File: src/rtl/aux_input_conditioner_pkg.sv
`default_nettype none
// ============================================================================
//  Module      : aux_input_conditioner_pkg
//  Description : Shared constants, types and helpers for the board-input
//                conditioner: default parameter values, the debounce decision
//                and a millisecond-to-cycle-count helper.
//  Revision    : 1.0 - initial release
// ============================================================================
package aux_input_conditioner_pkg;

    localparam int c_swt_bit_default      = 16;
    localparam int c_debounce_cnt_default = 1_000_000;
    localparam int c_sync_stages_default  = 2;

    // What a debounce tick does to the stored level.
    typedef enum logic [1:0] {
        DEB_HOLD = 2'd0,
        DEB_SET  = 2'd1,
        DEB_CLR  = 2'd2
    } deb_action_e;

    // window = {two previous tick samples, current synchronised sample}.
    // Only three agreeing samples move the level.
    function automatic deb_action_e deb_action(input logic [2:0] window);
        deb_action_e act;
        act = DEB_HOLD;
        if (&window) begin
            act = DEB_SET;
        end else if (~|window) begin
            act = DEB_CLR;
        end
        return act;
    endfunction

    // Debounce sample period in clk cycles for a given clock and period.
    function automatic int unsigned cnt_ms(input int unsigned clk_hz,
                                           input int unsigned ms);
        return (clk_hz / 32'd1000) * ms;
    endfunction

endpackage
`default_nettype wire

File: src/rtl/aux_input_conditioner_debounce.sv
`default_nettype none
// ============================================================================
//  Module      : aux_debounce_bit
//  Description : One input lane: SYNC_STAGES synchroniser, 2-sample tick
//                history, debounced level flop and registered rise/fall
//                strobes that coincide with the level change.
//  Ports       : clk, rst     - clock, synchronous active-high reset
//                i_raw        - asynchronous raw input
//                i_tick       - shared debounce sample strobe
//                o_deb        - debounced level
//                o_rise/o_fall- one-cycle strobes in the first cycle of a
//                               new level
//  Revision    : 1.0 - initial release
// ============================================================================
module aux_debounce_bit
    import aux_input_conditioner_pkg::*;
#(
    parameter int SYNC_STAGES = c_sync_stages_default
) (
    input  logic clk,
    input  logic rst,
    input  logic i_raw,
    input  logic i_tick,
    output logic o_deb,
    output logic o_rise,
    output logic o_fall
);

    logic [SYNC_STAGES-1:0] r_sync;
    logic [1:0]             r_hist;
    logic                   r_deb;
    logic                   r_rise;
    logic                   r_fall;
    logic                   w_sync_x;
    deb_action_e            w_action;

    assign w_sync_x = r_sync[SYNC_STAGES-1];
    assign w_action = deb_action({r_hist, w_sync_x});

    always_ff @(posedge clk) begin
        if (rst) begin
            r_sync <= '0;
            r_hist <= '0;
            r_deb  <= 1'b0;
            r_rise <= 1'b0;
            r_fall <= 1'b0;
        end else begin
            r_sync <= {r_sync[SYNC_STAGES-2:0], i_raw};
            r_rise <= 1'b0;
            r_fall <= 1'b0;
            if (i_tick) begin
                r_hist <= {r_hist[0], w_sync_x};
                case (w_action)
                    DEB_SET: begin
                        r_deb  <= 1'b1;
                        r_rise <= ~r_deb;
                    end
                    DEB_CLR: begin
                        r_deb  <= 1'b0;
                        r_fall <= r_deb;
                    end
                    default: begin
                    end
                endcase
            end
        end
    end

    assign o_deb  = r_deb;
    assign o_rise = r_rise;
    assign o_fall = r_fall;

endmodule
`default_nettype wire

File: src/rtl/aux_input_conditioner.sv
`default_nettype none
// ============================================================================
//  Module      : aux_input_conditioner
//  Description : Board-input front end. Synchronises, debounces and
//                edge-detects the resume button and the slide switches.
//  Ports       : clk, rst      - clock, synchronous active-high reset
//                resume_raw    - raw resume button
//                swt_raw       - raw slide switches [SWT_BIT-1:0]
//                resume_level  - debounced resume level
//                resume_pulse  - one cycle on debounced resume rising edge
//                swt           - debounced switches
//                swt_changed   - one cycle when any debounced switch changes
//  Revision    : 1.0 - initial release
// ============================================================================
module aux_input_conditioner
    import aux_input_conditioner_pkg::*;
#(
    parameter int SWT_BIT      = c_swt_bit_default,
    parameter int DEBOUNCE_CNT = c_debounce_cnt_default,
    parameter int SYNC_STAGES  = c_sync_stages_default
) (
    input  logic               clk,
    input  logic               rst,
    input  logic               resume_raw,
    input  logic [SWT_BIT-1:0] swt_raw,
    output logic               resume_level,
    output logic               resume_pulse,
    output logic [SWT_BIT-1:0] swt,
    output logic               swt_changed
);

    localparam int                c_tc_w   = $clog2(DEBOUNCE_CNT);
    localparam logic [c_tc_w-1:0] c_tc_max = c_tc_w'(DEBOUNCE_CNT - 1);

    logic [c_tc_w-1:0] r_tc;
    logic              w_tick;
    logic [SWT_BIT:0]  w_raw;
    logic [SWT_BIT:0]  w_deb;
    logic [SWT_BIT:0]  w_rise;
    logic [SWT_BIT:0]  w_fall;
    logic              w_unused_resume_fall;

    // Shared prescaler: one sample strobe every DEBOUNCE_CNT cycles.
    always_ff @(posedge clk) begin
        if (rst) begin
            r_tc <= '0;
        end else if (r_tc == c_tc_max) begin
            r_tc <= '0;
        end else begin
            r_tc <= r_tc + 1'b1;
        end
    end

    assign w_tick = (r_tc == c_tc_max);

    // Lane SWT_BIT is the resume button, lanes below are the switches.
    assign w_raw = {resume_raw, swt_raw};

    for (genvar gi = 0; gi <= SWT_BIT; gi++) begin : g_bit
        aux_debounce_bit #(
            .SYNC_STAGES (SYNC_STAGES)
        ) u_deb (
            .clk    (clk),
            .rst    (rst),
            .i_raw  (w_raw[gi]),
            .i_tick (w_tick),
            .o_deb  (w_deb[gi]),
            .o_rise (w_rise[gi]),
            .o_fall (w_fall[gi])
        );
    end

    assign resume_level = w_deb[SWT_BIT];
    assign resume_pulse = w_rise[SWT_BIT];
    assign swt          = w_deb[SWT_BIT-1:0];
    // Strobes are flops, so the OR is clean and lands in the change cycle.
    assign swt_changed  = |(w_rise[SWT_BIT-1:0] | w_fall[SWT_BIT-1:0]);

    // A resume release is deliberately silent.
    assign w_unused_resume_fall = w_fall[SWT_BIT];

endmodule
`default_nettype wire

File: config.mk
export PLATFORM = sky130hd
export DESIGN_NAME = aux_input_conditioner
export DESIGN_NICKNAME = d
export VERILOG_FILES = /design/src/rtl/aux_input_conditioner_pkg.sv /design/src/rtl/aux_input_conditioner_debounce.sv /design/src/rtl/aux_input_conditioner.sv
export SDC_FILE = /design/constraint.sdc
export NUM_CORES = 1
export LEC_CHECK = 0
export BUFFER_PORTS_ARGS = -buffer_cell sky130_fd_sc_hd__buf_2
export CAP_MARGIN = 20
export CORE_MARGIN = 2
export CORE_UTILIZATION = 36
export CTS_BUF_LIST = sky130_fd_sc_hd__clkbuf_4
export DETAILED_ROUTE_END_ITERATION = 16
export GPL_TIMING_DRIVEN = 0
export PLACE_DENSITY_LB_ADDON = 0.05
export SYNTH_ARGS = -nofsm -noshare
export SYNTH_HDL_FRONTEND = slang
export SYNTH_SLANG_ARGS = --single-unit
File: constraint.sdc
create_clock -name clk -period 3.65 [get_ports clk]
set_clock_uncertainty 0.15 [all_clocks]
set_input_delay 0.1825 -clock clk [delete_from_list [all_inputs] [get_ports clk]]
set_output_delay 0.1825 -clock clk [all_outputs]
set_load 0.01 [all_outputs]
==> run_results.csv <==
group,metric,value,unit
die,num_rows,43,
yosys,ys_seq_area_frac,0.531,
clocking,path_clk_slew,110,ps
power_and_ir_drop,p_leak,2.15,nW
grt,grt_start_max_net_pins,17,
worst_setup_path,max_stage_delay,550,ps
clocking,cts_resized,0,
drt,routed_via_density,5.07,
power_and_ir_drop,p_int,1.91,mW
sta,finalHoldViolations,0,
hold_path,min_path_type,"in2reg",
drt,wirelength,12.8,mm
final_layout,layout_commonest_cell,"dfxtp_1",
worst_setup_path,path_cells,"ha_1 > nand3_4 > or4_4 > buf_6 > nor3_1 > clkbuf_1 > and3_1",
final_layout,area_growth,15.8,%
placed_design,post-dp-hpwl,9.11,mm
grt,overflow,0,
power_and_ir_drop,p_per_area,410,nW/um2
yosys,syn_nets,579,
power_and_ir_drop,pwr-share-seq,0.623,
power_and_ir_drop,ir_worst_vdd,0.201,mV
clocking,postCtsSetupBuffers,0,
run_status,outcome,"finished clean",
sta,setup_tns,0,ps
sta,slew_headroom,0.513,
power_and_ir_drop,p_sw_frac,0.228,
sta,whs,242,ps
drt,drtIter0Drc,298,
clocking,cts.sinks,138,
yosys,synth.top_cells.by_area,"dfxtp_1 53%, nand3_1 5.3%, a21oi_1 4.2%",
yosys,syn_inst,559,
worst_setup_path,start_kind,"flop",
power_and_ir_drop,p_sw,562,uW
sta,fin_crit,2870,ps
worst_setup_path,crit_fanout,10,
job,max_cap_violations,0,
sta,worst_pin_slew,730,ps
clocking,clockBufferDepth,2,
grt,grt_usage,0.179,
drt,final_antenna_net_count,0,
die,io_pins,38,
final_layout,finalNetCount,653,
sta,fmax,349,MHz
clocking,tritoncts,"built",
clocking,numCtsBuffers,17,
yosys,synthesis.area,5200,um2
sta,maxSlewViolCount,0,
power_and_ir_drop,clkPwrFrac,0.347,
final_layout,n_fill_cell,1423,
worst_setup_path,r2r_cells,7,
yosys,synth.top_cell.area_share,0.531,
grt,antenna_found_initial,0,
drt,drc_errors,0,
drt,wl_per_cell,15.5,um
placed_design,gp_congestion,0.771,
grt,grt_pass1_vias,3703,
final_layout,drive_gt1_frac,0.172,
clocking,htreeDepth,4,
die,die_h,124,um
worst_setup_path,crit_required,3960,ps
drt,vias,4185,
clocking,clk-insertion-delay-late,520,ps
die,fp.dieW,124,um
yosys,synth_seq_cells,138,
placed_design,port_buffers,37,
yosys,yosysWarnings,0,
drt,dr.pass1.iters,5,
yosys,syn_area_per_cell,9.30,um2
hold_path,hold_depth,3,
die,core,14000,um2
sta,rsz0062_at_grt,"no",
worst_setup_path,crit_type,"reg2reg",
yosys,ys_types,35,
sta,setup_viol_count_final,0,
clocking,ctsHoldBuffers,18,
worst_setup_path,crit_path_end_kind,"flop",
die,initial_core_util,0.372,
worst_setup_path,arrival,3180,ps
final_layout,layout_common_cells,"138 x dfxtp_1, 55 x nand3_1, 44 x a21oi_1",
yosys,synth_top_area_cell,"dfxtp_1",
power_and_ir_drop,power_frac_comb,0.030,
clocking,cts_root_buffer,"clkbuf_4",
die,die-area,15400,um2
worst_setup_path,cp_slowest_cell,"or4_4",
sta,period_share,0.785,
grt,grt_pass1_wl,20.3,mm
final_layout,num_antenna_cells,0,
==> power groups by stage <==
stage / logic (mW) / registers [mW] / clock network [mW]
finish: 0.0747 / 1.54 / 0.857
global route: 0.0833 / 1.54 / 0.954
CTS: 0.0759 / 1.54 / 0.894
detailed placement: 0.0618 / 1.57 / 0
global placement: 0.0606 / 1.57 / 0
floorplan: 0.0378 / 1.57 / 0
==> sequential cells by signal (all words and copies together) (netlist names) <==
register            cells
g_bit.u_deb.o_rise     17
g_bit.u_deb.r_hist     34
r_tc                   20
g_bit.u_deb.o_fall     16
g_bit.u_deb.o_deb      17
g_bit.u_deb.r_sync     34
==> worst paths after layout <==
path,startpoint,endpoint,slack [ps]
worst max-delay path,r_tc[0],g_bit[10].u_deb.o_fall,780
worst min-delay path,resume_raw,g_bit[16].u_deb.r_sync[0],240
worst max register to register,r_tc[0],g_bit[10].u_deb.o_fall,780
worst min register to register,g_bit[12].u_deb.r_sync[0],g_bit[12].u_deb.r_sync[1],300
==> synthesized netlist by cell type (all sizes together) <==
cell,count
a21o,1
a21oi,44
a31oi,15
and2,1
and3,15
and4,4
buf,20
clkbuf,34
dfxtp,138
ha,1
inv,20
nand2,5
nand2b,1
nand3,56
nand4,8
nand4bb,1
nor2,13
nor2b,35
nor3,50
nor4,10
o21ai,42
o21ba,14
o31ai,4
or2,1
or3,13
or4,3
xnor2,5
xor2,5
==> area by class of cell <==
type	instances	area (um2)	area share
flip-flops and latches	138	2760	0.459
multi-input cells	347	2070	0.343
clock inverters	11	81.3	0.0135
inverters	20	75.1	0.0125
repair buffers	55	365	0.0607
plain buffers	54	294	0.0488
clock buffers	20	150	0.0249
well taps	180	225	0.0374
==> cell families (layout without fill, tap and decap cells) <==
family / Yosys count / in the layout / synth area share
simple gates: 216 / 216 / 0.243
fa+ha+maj: 1 / 1 / 0.00241
compound gates: 120 / 120 / 0.135
flops: 138 / 138 / 0.531
buf+inv: 74 / 160 / 0.0710
xor+xnor: 10 / 10 / 0.0168
==> layer usage <==
layer  share of wire  global-route usage  wire, um
met1            0.51               0.258      6500
met2            0.43               0.255      5460
met3           0.049              0.0430       627
met4           0.016              0.0723       211
met5               0                   0         0
==> critical path, delay by kind of cell, from the launching register on <==
family / cells / cell delay [ps]
fa+ha+maj: 1 / 240
buf+inv: 2 / 630
flops: 1 / 360
simple gates: 4 / 1430
==> stage by stage <==
step	setup WS, ps	instances	area [um2]	total power, mW	util
detailed placement	774	776	5610	1.63	0.401
global placement	755	776	5610	1.63	0.401
floorplan	1340	559	5200	1.60	-
finish	784	825	6020	2.47	0.430
global route	607	825	6020	2.58	0.430
CTS	748	825	6020	2.51	0.430
No activity file was read; power rests on OpenSTA's default activity.
